===== config.mk =====
export PLATFORM = sky130hd
export DESIGN_NAME = period_meas_sequencer_flat
export DESIGN_NICKNAME = d
export VERILOG_FILES = /design/src/rtl/period_meas_sequencer_if.sv /design/src/rtl/period_meas_sequencer.sv /design/src/flat_wrapper.sv
export SDC_FILE = /design/constraint.sdc
export NUM_CORES = 1
export LEC_CHECK = 0
export BUFFER_PORTS_ARGS = -buffer_cell sky130_fd_sc_hd__buf_2
export CORE_MARGIN = 4
export CORE_UTILIZATION = 60
export DETAILED_ROUTE_END_ITERATION = 12
export MAX_ROUTING_LAYER = met4
export PLACE_DENSITY_LB_ADDON = 0.1
export SYNTH_ARGS = -nofsm -noshare
export SYNTH_HDL_FRONTEND = slang
export SYNTH_SLANG_ARGS = --single-unit

===== constraint.sdc =====
create_clock -name clk -period 4.6 [get_ports clk]
set_input_delay 1.15 -clock clk [delete_from_list [all_inputs] [get_ports clk]]
set_output_delay 1.15 -clock clk [all_outputs]
set_load 0.01 [all_outputs]

===== src/rtl/period_meas_sequencer_if.sv =====
`default_nettype none
// ============================================================================
// Module      : period_meas_sequencer_if
// Description : Command/status bundle between the register layer and the
//               period measurement sequencer.
// Revision    : 1.0 - initial release
// ============================================================================
interface period_meas_sequencer_if;
    logic        start;
    logic        abort;
    logic [1:0]  edge_type;
    logic [2:0]  avg_log2;
    logic        busy;
    logic        done;
    logic        timeout;
    logic [19:0] period_avg;

    modport master (
        output start, abort, edge_type, avg_log2,
        input  busy, done, timeout, period_avg
    );

    modport slave (
        input  start, abort, edge_type, avg_log2,
        output busy, done, timeout, period_avg
    );
endinterface
`default_nettype wire


===== src/rtl/period_meas_sequencer.sv =====
`default_nettype none
// ============================================================================
// Module      : period_meas_sequencer
// Description : Measures the period of an asynchronous input, averaging
//               2**avg_log2 full periods after discarding the first edge.
// Revision    : 1.0 - initial release
// ============================================================================
module period_meas_sequencer #(
    parameter int COUNTER_MAX = 100000,
    parameter int MAX_LOG2    = 4
) (
    input  wire logic              clk,
    input  wire logic              as_reset_n,
    input  wire logic              signal_in,
    period_meas_sequencer_if.slave bus
);

    localparam int         c_ACC_W    = 20 + MAX_LOG2;
    localparam int         c_CNT_W    = MAX_LOG2 + 1;
    localparam logic [2:0] c_MAX_LOG2 = 3'(MAX_LOG2);
    localparam logic [19:0] c_CNT_MAX = 20'(COUNTER_MAX);

    typedef enum logic [1:0] {
        S_IDLE    = 2'd0,
        S_ARM     = 2'd1,
        S_MEASURE = 2'd2,
        S_DONE    = 2'd3
    } state_t;

    state_t               r_state;
    logic                 r_ff1;
    logic                 r_ff2;
    logic                 r_ff3;
    logic [1:0]           r_edge_type;
    logic [2:0]           r_log2;
    logic [19:0]          r_counter;
    logic [c_ACC_W-1:0]   r_acc;
    logic [c_CNT_W-1:0]   r_cnt;
    logic                 r_busy;
    logic                 r_done;
    logic                 r_timeout;
    logic [19:0]          r_period_avg;

    logic                 w_rise;
    logic                 w_fall;
    logic                 w_both;
    logic                 w_sel_edge;
    logic [2:0]           w_log2_clamped;
    logic [c_CNT_W-1:0]   w_n_target;
    logic [c_CNT_W-1:0]   w_cnt_next;
    logic                 w_at_max;

    // Synchroniser runs in every state so edges are clean the moment ARM begins
    always_ff @(posedge clk or negedge as_reset_n) begin
        if (!as_reset_n) begin
            r_ff1 <= 1'b0;
            r_ff2 <= 1'b0;
            r_ff3 <= 1'b0;
        end else begin
            r_ff1 <= signal_in;
            r_ff2 <= r_ff1;
            r_ff3 <= r_ff2;
        end
    end

    assign w_rise = r_ff2 & ~r_ff3;
    assign w_fall = ~r_ff2 & r_ff3;
    assign w_both = r_ff2 ^ r_ff3;

    always_comb begin
        w_sel_edge = 1'b0;
        case (r_edge_type)
            2'b00:   w_sel_edge = w_rise;
            2'b01:   w_sel_edge = w_fall;
            2'b10:   w_sel_edge = w_both;
            default: w_sel_edge = 1'b0;
        endcase
    end

    assign w_log2_clamped = (bus.avg_log2 > c_MAX_LOG2) ? c_MAX_LOG2 : bus.avg_log2;
    assign w_n_target     = c_CNT_W'(1) << r_log2;
    assign w_cnt_next     = r_cnt + c_CNT_W'(1);
    assign w_at_max       = (r_counter == c_CNT_MAX);

    always_ff @(posedge clk or negedge as_reset_n) begin
        if (!as_reset_n) begin
            r_state      <= S_IDLE;
            r_edge_type  <= 2'b00;
            r_log2       <= 3'd0;
            r_counter    <= 20'd0;
            r_acc        <= '0;
            r_cnt        <= '0;
            r_busy       <= 1'b0;
            r_done       <= 1'b0;
            r_timeout    <= 1'b0;
            r_period_avg <= 20'd0;
        end else begin
            r_done <= 1'b0;
            // Abort outranks everything, including a start in the same cycle
            if (bus.abort) begin
                r_state <= S_IDLE;
                r_busy  <= 1'b0;
            end else begin
                case (r_state)
                    S_IDLE: begin
                        if (bus.start) begin
                            r_edge_type <= bus.edge_type;
                            r_log2      <= w_log2_clamped;
                            r_acc       <= '0;
                            r_cnt       <= '0;
                            r_counter   <= 20'd1;
                            r_busy      <= 1'b1;
                            if (bus.edge_type == 2'b11) begin
                                r_timeout <= 1'b1;
                                r_state   <= S_DONE;
                            end else begin
                                r_timeout <= 1'b0;
                                r_state   <= S_ARM;
                            end
                        end
                    end
                    S_ARM: begin
                        if (w_sel_edge) begin
                            r_counter <= 20'd1;
                            r_state   <= S_MEASURE;
                        end else if (w_at_max) begin
                            r_timeout <= 1'b1;
                            r_state   <= S_DONE;
                        end else begin
                            r_counter <= r_counter + 20'd1;
                        end
                    end
                    S_MEASURE: begin
                        if (w_sel_edge) begin
                            r_acc     <= r_acc + c_ACC_W'(r_counter);
                            r_cnt     <= w_cnt_next;
                            r_counter <= 20'd1;
                            if (w_cnt_next == w_n_target) begin
                                r_state <= S_DONE;
                            end
                        end else if (w_at_max) begin
                            r_timeout <= 1'b1;
                            r_state   <= S_DONE;
                        end else begin
                            r_counter <= r_counter + 20'd1;
                        end
                    end
                    S_DONE: begin
                        if (!r_timeout) begin
                            r_period_avg <= 20'(r_acc >> r_log2);
                        end
                        r_done  <= 1'b1;
                        r_busy  <= 1'b0;
                        r_state <= S_IDLE;
                    end
                    default: r_state <= S_IDLE;
                endcase
            end
        end
    end

    assign bus.busy       = r_busy;
    assign bus.done       = r_done;
    assign bus.timeout    = r_timeout;
    assign bus.period_avg = r_period_avg;

endmodule
`default_nettype wire


===== src/flat_wrapper.sv =====
// flat-port wrapper written by rule: the top's interface ports become plain ports
module period_meas_sequencer_flat 
#(
    parameter int COUNTER_MAX = 100000,
    parameter int MAX_LOG2    = 4
)
  (clk, as_reset_n, signal_in, bus_start, bus_abort, bus_edge_type, bus_avg_log2, bus_busy, bus_done, bus_timeout, bus_period_avg);
  period_meas_sequencer_if bus_i ();
  input  wire logic clk;
  input  wire logic as_reset_n;
  input  wire logic signal_in;
  input wire logic [$bits(bus_i.start)-1:0] bus_start;
  input wire logic [$bits(bus_i.abort)-1:0] bus_abort;
  input wire logic [$bits(bus_i.edge_type)-1:0] bus_edge_type;
  input wire logic [$bits(bus_i.avg_log2)-1:0] bus_avg_log2;
  output wire logic [$bits(bus_i.busy)-1:0] bus_busy;
  output wire logic [$bits(bus_i.done)-1:0] bus_done;
  output wire logic [$bits(bus_i.timeout)-1:0] bus_timeout;
  output wire logic [$bits(bus_i.period_avg)-1:0] bus_period_avg;
  assign bus_i.start = bus_start;
  assign bus_i.abort = bus_abort;
  assign bus_i.edge_type = bus_edge_type;
  assign bus_i.avg_log2 = bus_avg_log2;
  assign bus_busy = bus_i.busy;
  assign bus_done = bus_i.done;
  assign bus_timeout = bus_i.timeout;
  assign bus_period_avg = bus_i.period_avg;
  period_meas_sequencer #(.COUNTER_MAX(COUNTER_MAX), .MAX_LOG2(MAX_LOG2)) u_core (.clk(clk), .as_reset_n(as_reset_n), .signal_in(signal_in), .bus(bus_i));
endmodule

# Word-level counts from Yosys, hierarchy flattened

Cells that the tools add are included.

Bits of input ports: 10
Flip-flop bits (word level): 82
Word-level logic and storage cells: 84
Output and inout port bits: 23

Reductions and logical operators: 13
$add $sub $neg: 3
Bitwise logic cells: 7
Multiplexer cells: 30
Equality and inequality tests: 15
$lt $le $gt $ge: 1
Shift-type cells: 2

Operator list:

| operator                                               | number |
|---|---|
| two-way mux 20 bit                                     | 3 |
| two-way mux 24 bit                                     | 2 |
| one-hot mux 24 bit (2 select lines)                    | 1 |
| one-hot mux 20 bit (2 select lines)                    | 1 |
| adder 24 x 20 -> 24 bit                                | 1 |
| right shift 24 x 3 -> 20 bit                           | 1 |
| adder 20 x 1 -> 20 bit (second input constant)         | 1 |
| equality test 20 x 17 -> 1 bit (second input constant) | 1 |
| two-way mux 2 bit                                      | 7 |
| two-way mux 5 bit                                      | 2 |
| one-hot mux 5 bit (2 select lines)                     | 1 |
| equality test 2 bit (second input constant)            | 4 |
| two-way mux 1 bit                                      | 8 |
| one-hot mux 2 bit (4 select lines)                     | 1 |
| AND reduction 4 bit                                    | 2 |
| AND reduction 3 bit                                    | 2 |
| adder 5 x 1 -> 5 bit (second input constant)           | 1 |
| equality test 5 bit                                    | 1 |
| AND reduction 5 bit                                    | 1 |
| left shift 1 x 3 -> 5 bit (first input constant)       | 1 |
| equality test 2 x 1 -> 1 bit (second input constant)   | 2 |
| logical NOT 2 bit                                      | 2 |
| inequality test 2 x 1 -> 1 bit (second input constant) | 2 |
| inequality test 2 bit (second input constant)          | 2 |
| other kinds (14)                                       | 21 |

# Logic depth before layout (Yosys ltp)

Depth after elaboration: 6
Depth in mapped cells: 10
Depth with buffers taken out: 8

# Least setup slack after synthesis

Ideal clock, no wire load.

Kind: input port to flip-flop
From: in bus_abort
To: reg u_core.r_acc[22]
Stages on the path: 6
Path buffers: 1
Library setup time: 69 ps
Arrival: 2640 ps
Slack: 1891 ps
Required time: 4531 ps
Path through: clkbuf_1 or2_4 nor4_4 o211ai_2 or4_1 nand3_1

Cells in the longest elaborated chain, start to end: 2

Ends and longest elaborated chain:

| element                              | line                         | source |
|---|---|---|
| from (decl)                          | flat_wrapper.sv:13           | `input wire logic [$bits(bus_i.abort)-1:0] bus_abort;` |
| NOT 1 bit (no source line)           | n/a                          |  |
| AND reduction 4 bit (no source line) | n/a                          |  |
| to (signal assigned)                 | period_meas_sequencer.sv:135 | `r_acc <= r_acc + c_ACC_W'(r_counter);` |
| to (decl)                            | period_meas_sequencer.sv:37  | `logic [c_ACC_W-1:0] r_acc;` |

No other way between the ends.
A chain may end at the register's enable or synchronous reset.

# Worst setup path after layout

From: reg u_core.r_state[1]
To: reg u_core.r_acc[22]

Cells in the longest elaborated chain, start to end: 3
Elaborated cells between the ends (all ways): 7
Classes of those cells: 3 x eq/ne; 1 x mux; 3 x reduce/logical

Ends and longest elaborated chain:

| element                                                                 | line                         | source |
|---|---|---|
| from (decl)                                                             | period_meas_sequencer.sv:30  | `state_t r_state;` |
| from (signal assigned)                                                  | period_meas_sequencer.sv:87  | `r_state <= S_IDLE;` |
| from (signal assigned)                                                  | period_meas_sequencer.sv:101 | `r_state <= S_IDLE;` |
| from (signal assigned)                                                  | period_meas_sequencer.sv:115 | `r_state <= S_DONE;` |
| equality test 2 bit / logical NOT 2 bit (equally long branches)         | period_meas_sequencer.sv:104 | `case (r_state)` |
| inequality test 2 x 1 -> 1 bit (no source line) (tied with other cells) | n/a                          |  |
| AND reduction 4 bit (no source line)                                    | n/a                          |  |

Several ways; a longest one is shown, not always the timed one.

==> impl_metrics.yaml <==
logic_synthesis:
  ys_types: 79
  yosysWarnings: 0
  async_flop_share_pct: 100.0
  syn-num-nets: 662
  synth_top_area_share_pct: 35.75
  synth-seq-cells: 82
  synth_area_um2: 5741
  synth-seq-area-share_pct: 35.75
  synthFlopType: "dfrtp_1"
  synth-edff-count: 0
  yosys.area.top_type: "dfrtp_1"
  syn_avg_cell_area_um2: 9.244
  synth_area_leaders: "dfrtp_1, ha_1, mux4_2"
  syn_inst: 621
place:
  port-buffer-count: 32
  placed_area_um2: 6007
  post-dp-hpwl_um: 9903
  gp_congestion: 0.9197
worst_setup_path:
  critPathLaunchType: "register"
  crit_slowest_cell: "nor4_4"
  cp_slowest_stage_delay_ns: 0.77
  critPathRequiredTime_ns: 4.89
  cp_max_fo: 14
  cp-end-kind: "register"
  critical_path_arrival_ns: 3.25
  reg2reg_depth: 8
  crit_type: "reg -> reg"
  cp_cell_sequence: "inv_1 > ha_1 > nor2b_4 > or2_4 > nor4_4 > o211ai_2 > or4_1 > nand3_1"
pwr:
  power_density_nw_per_um2: 420.3
  pwr-share-clk_pct: 23.8
  vdd_drop_max_uv: 289.1
  pwr-share-seq_pct: 38.0
  internal_power_mw: 1.631
  switching_share_pct: 37.80
  p_leak_nw: 2.688
  p_comb_share_pct: 38.2
  total_power_mw: 2.623
  p_switching_mw: 0.9916
global_route:
  grt_overflow: 0
  grt_max_degree: 65
  grt_pass1_wl_um: 22880
  grt_usage_pct: 25.90
  grt_antenna_before_repair: 0
  grt_pass1_vias: 4480
run_status:
  status: "finished, final reports clean"
sta:
  clock-skew-final_ns: 0.01313
  min_period_over_period_pct: 64.36
  rsz0062_at_grt: "no"
  post-route-min-period_ns: 2.960
  slew_violations: 0
  fin_tns_setup_ns: 0
  tightestPinTransition_ns: 0.8707
  slew-limit-headroom_pct: 41.51
  setup_violations: 0
  hold_viol_final: 0
  fmax_ghz: 0.3378
floorplanning:
  row_count: 35
  initial_core_util_pct: 61.83
  dieArea_um2: 11200
  die_w_um: 105.8
  core_um2: 9284
  die_h_um: 105.8
  ios: 33
worst_hold_path:
  min_path_cells: 0
  hp-class: "reg -> reg"
flow_run:
  max-cap-violations: 0
clock_tree:
  ctsHoldBuffers: 0
  cts_tree: "yes"
  path_clk_slew_ns: 0.09
  cts_sinks: 82
  cts_resized: 0
  post-cts-setup-buffers: 0
  clockRootBuffer: "clkbuf_8"
  numCtsBuffers: 9
  insertion_delay_ns: 0.36
  cts.path.max_buffers: 2
  h-tree-depth: 3
route:
  drc: 0
  drt-pass1-iter-count: 5
  routed_wl_um: 13400
  ant_nets: 0
  avgViaCountPerCell: 6.220
  vias: 4839
  drtIter0Drc: 289
  wl_per_cell_um: 17.22
layout:
  fillers: 786
  finalNetCount: 685
  postLayoutCellArea_um2: 6241
  finalCoreUtilization_pct: 67.22
  layout-drive-gt1-share_pct: 14.33
  diodes: 0
  area_growth_syn_to_layout_pct: 8.718
[layer usage]
| metal | routed length [um] | global-route usage (%) | vias to the layer above |
|---|---|---|---|
| met4 | 130 | 5.920 | 0 |
| met5 | 0 | - | - |
| met3 | 659 | 3.491 | 11 |
| met1 | 6325 | 38.02 | 2357 |
| met2 | 6283 | 38.52 | 107 |
| li1 | - | - | 2364 |
[kinds of logic after synthesis]
logic type               Yosys count  share of synthesized area (%)
adder cells (fa/ha/maj)           31                          6.888
AND/OR/NAND/NOR                  230                          21.23
AO/OA/AOI/OAI                    173                          20.01
flip-flops                        82                          35.75
buffers and inverters             46                          3.247
XOR/XNOR                          27                          4.359
multiplexers                      32                          8.522
[per-stage QoR]
| stage | hold WS (ns) | cells | worst slack (ns) |
|---|---|---|---|
| 2_1_floorplan | 0.3312 | 621 | 1.891 |
| 3_3_place_gp | 0.3325 | 762 | 1.401 |
| 3_5_place_dp | 0.3428 | 762 | 1.364 |
| 4_1_cts | 0.3583 | 778 | 1.645 |
| 5_1_grt | 0.3792 | 778 | 1.427 |
| 6_report | 0.3587 | 778 | 1.640 |
[cell usage after synthesis (all sizes together), types with 4 or more instances]
master / count
and3: 7
o31ai: 4
mux4: 13
o21ai: 42
xor2: 13
nor4: 5
or4: 4
nor2b: 6
o211ai: 8
nor2: 48
nor3: 10
mux2: 5
mux2i: 14
ha: 30
and2: 7
nand4: 13
buf: 8
nand3: 25
nand3b: 4
or3: 12
o21a: 8
a21oi: 43
a21o: 7
a31oi: 14
nand2b: 4
o41ai: 4
inv: 18
clkbuf: 19
xnor2: 13
a211oi: 7
nand2: 70
dfrtp: 82
[placed cells by master (no fill, tap or decap), drive strengths merged, types with 5 or more instances in the layout]
cell    instances
mux2i          14
buf            39
mux4           13
dfrtp          82
nand4          13
nor2           48
a21oi          43
nor2b           6
mux2            5
o21ai          42
inv            18
or3            12
and2            7
a211oi          7
xnor2          13
o211ai          8
clkbuf         11
xor2           13
nand3          25
nand2          70
and3            7
nor3           10
a21o            7
ha             30
nor4            5
o21a            8
a31oi          14
[critical path: cells and delay by family (launching register included)]
kind	cells	cell delay (ns)
simple gates	5	1.84
flops	1	0.43
fa+ha+maj	1	0.30
compound gates	1	0.20
buf+inv	1	0.11
[worst paths after layout]
kind / start / to / slack, ns
max in group asynchronous: as_reset_n / u_core.r_acc[3] / 2.92
max reg2reg: u_core.r_state[1] / u_core.r_acc[22] / 1.64
min reg2reg: u_core.r_ff1 / u_core.r_ff2 / 0.36
min: u_core.r_ff1 / u_core.r_ff2 / 0.36
max: u_core.r_state[1] / u_core.r_acc[22] / 1.64
min in group asynchronous: as_reset_n / u_core.bus.period_avg[17] / 0.87
[flip-flops by register name, summed over array words and instances (netlist names)]
name,cells
u_core.bus.busy,1
u_core.bus.done,1
u_core.bus.period_avg,20
u_core.bus.timeout,1
u_core.r_acc,24
u_core.r_cnt,5
u_core.r_counter,20
u_core.r_edge_type,2
u_core.r_ff1,1
u_core.r_ff2,1
u_core.r_ff3,1
u_core.r_log2,3
u_core.r_state,2
[final cells by class]
cell class	count	area [um^2]	area share (%)
inverters	19	71.32	1.143
clock buffers	11	131.4	2.105
repair buffers	39	215.2	3.448
well taps	129	161.4	2.586
clock inverters	5	102.6	1.644
flip-flops and latches	82	2052	32.88
multi-input cells	493	3507	56.19
[power groups by stage]
stage / clock [mW] / combinational [mW] / sequential [mW]
after floorplan: 0 / 0.705 / 1.02
after global placement: 0 / 0.969 / 1.01
after detailed placement: 0 / 0.992 / 1.01
after CTS: 0.635 / 1.00 / 0.998
after global routing: 0.660 / 1.11 / 1.02
final: 0.624 / 1.00 / 0.998
No activity file was read; power rests on OpenSTA's default activity.
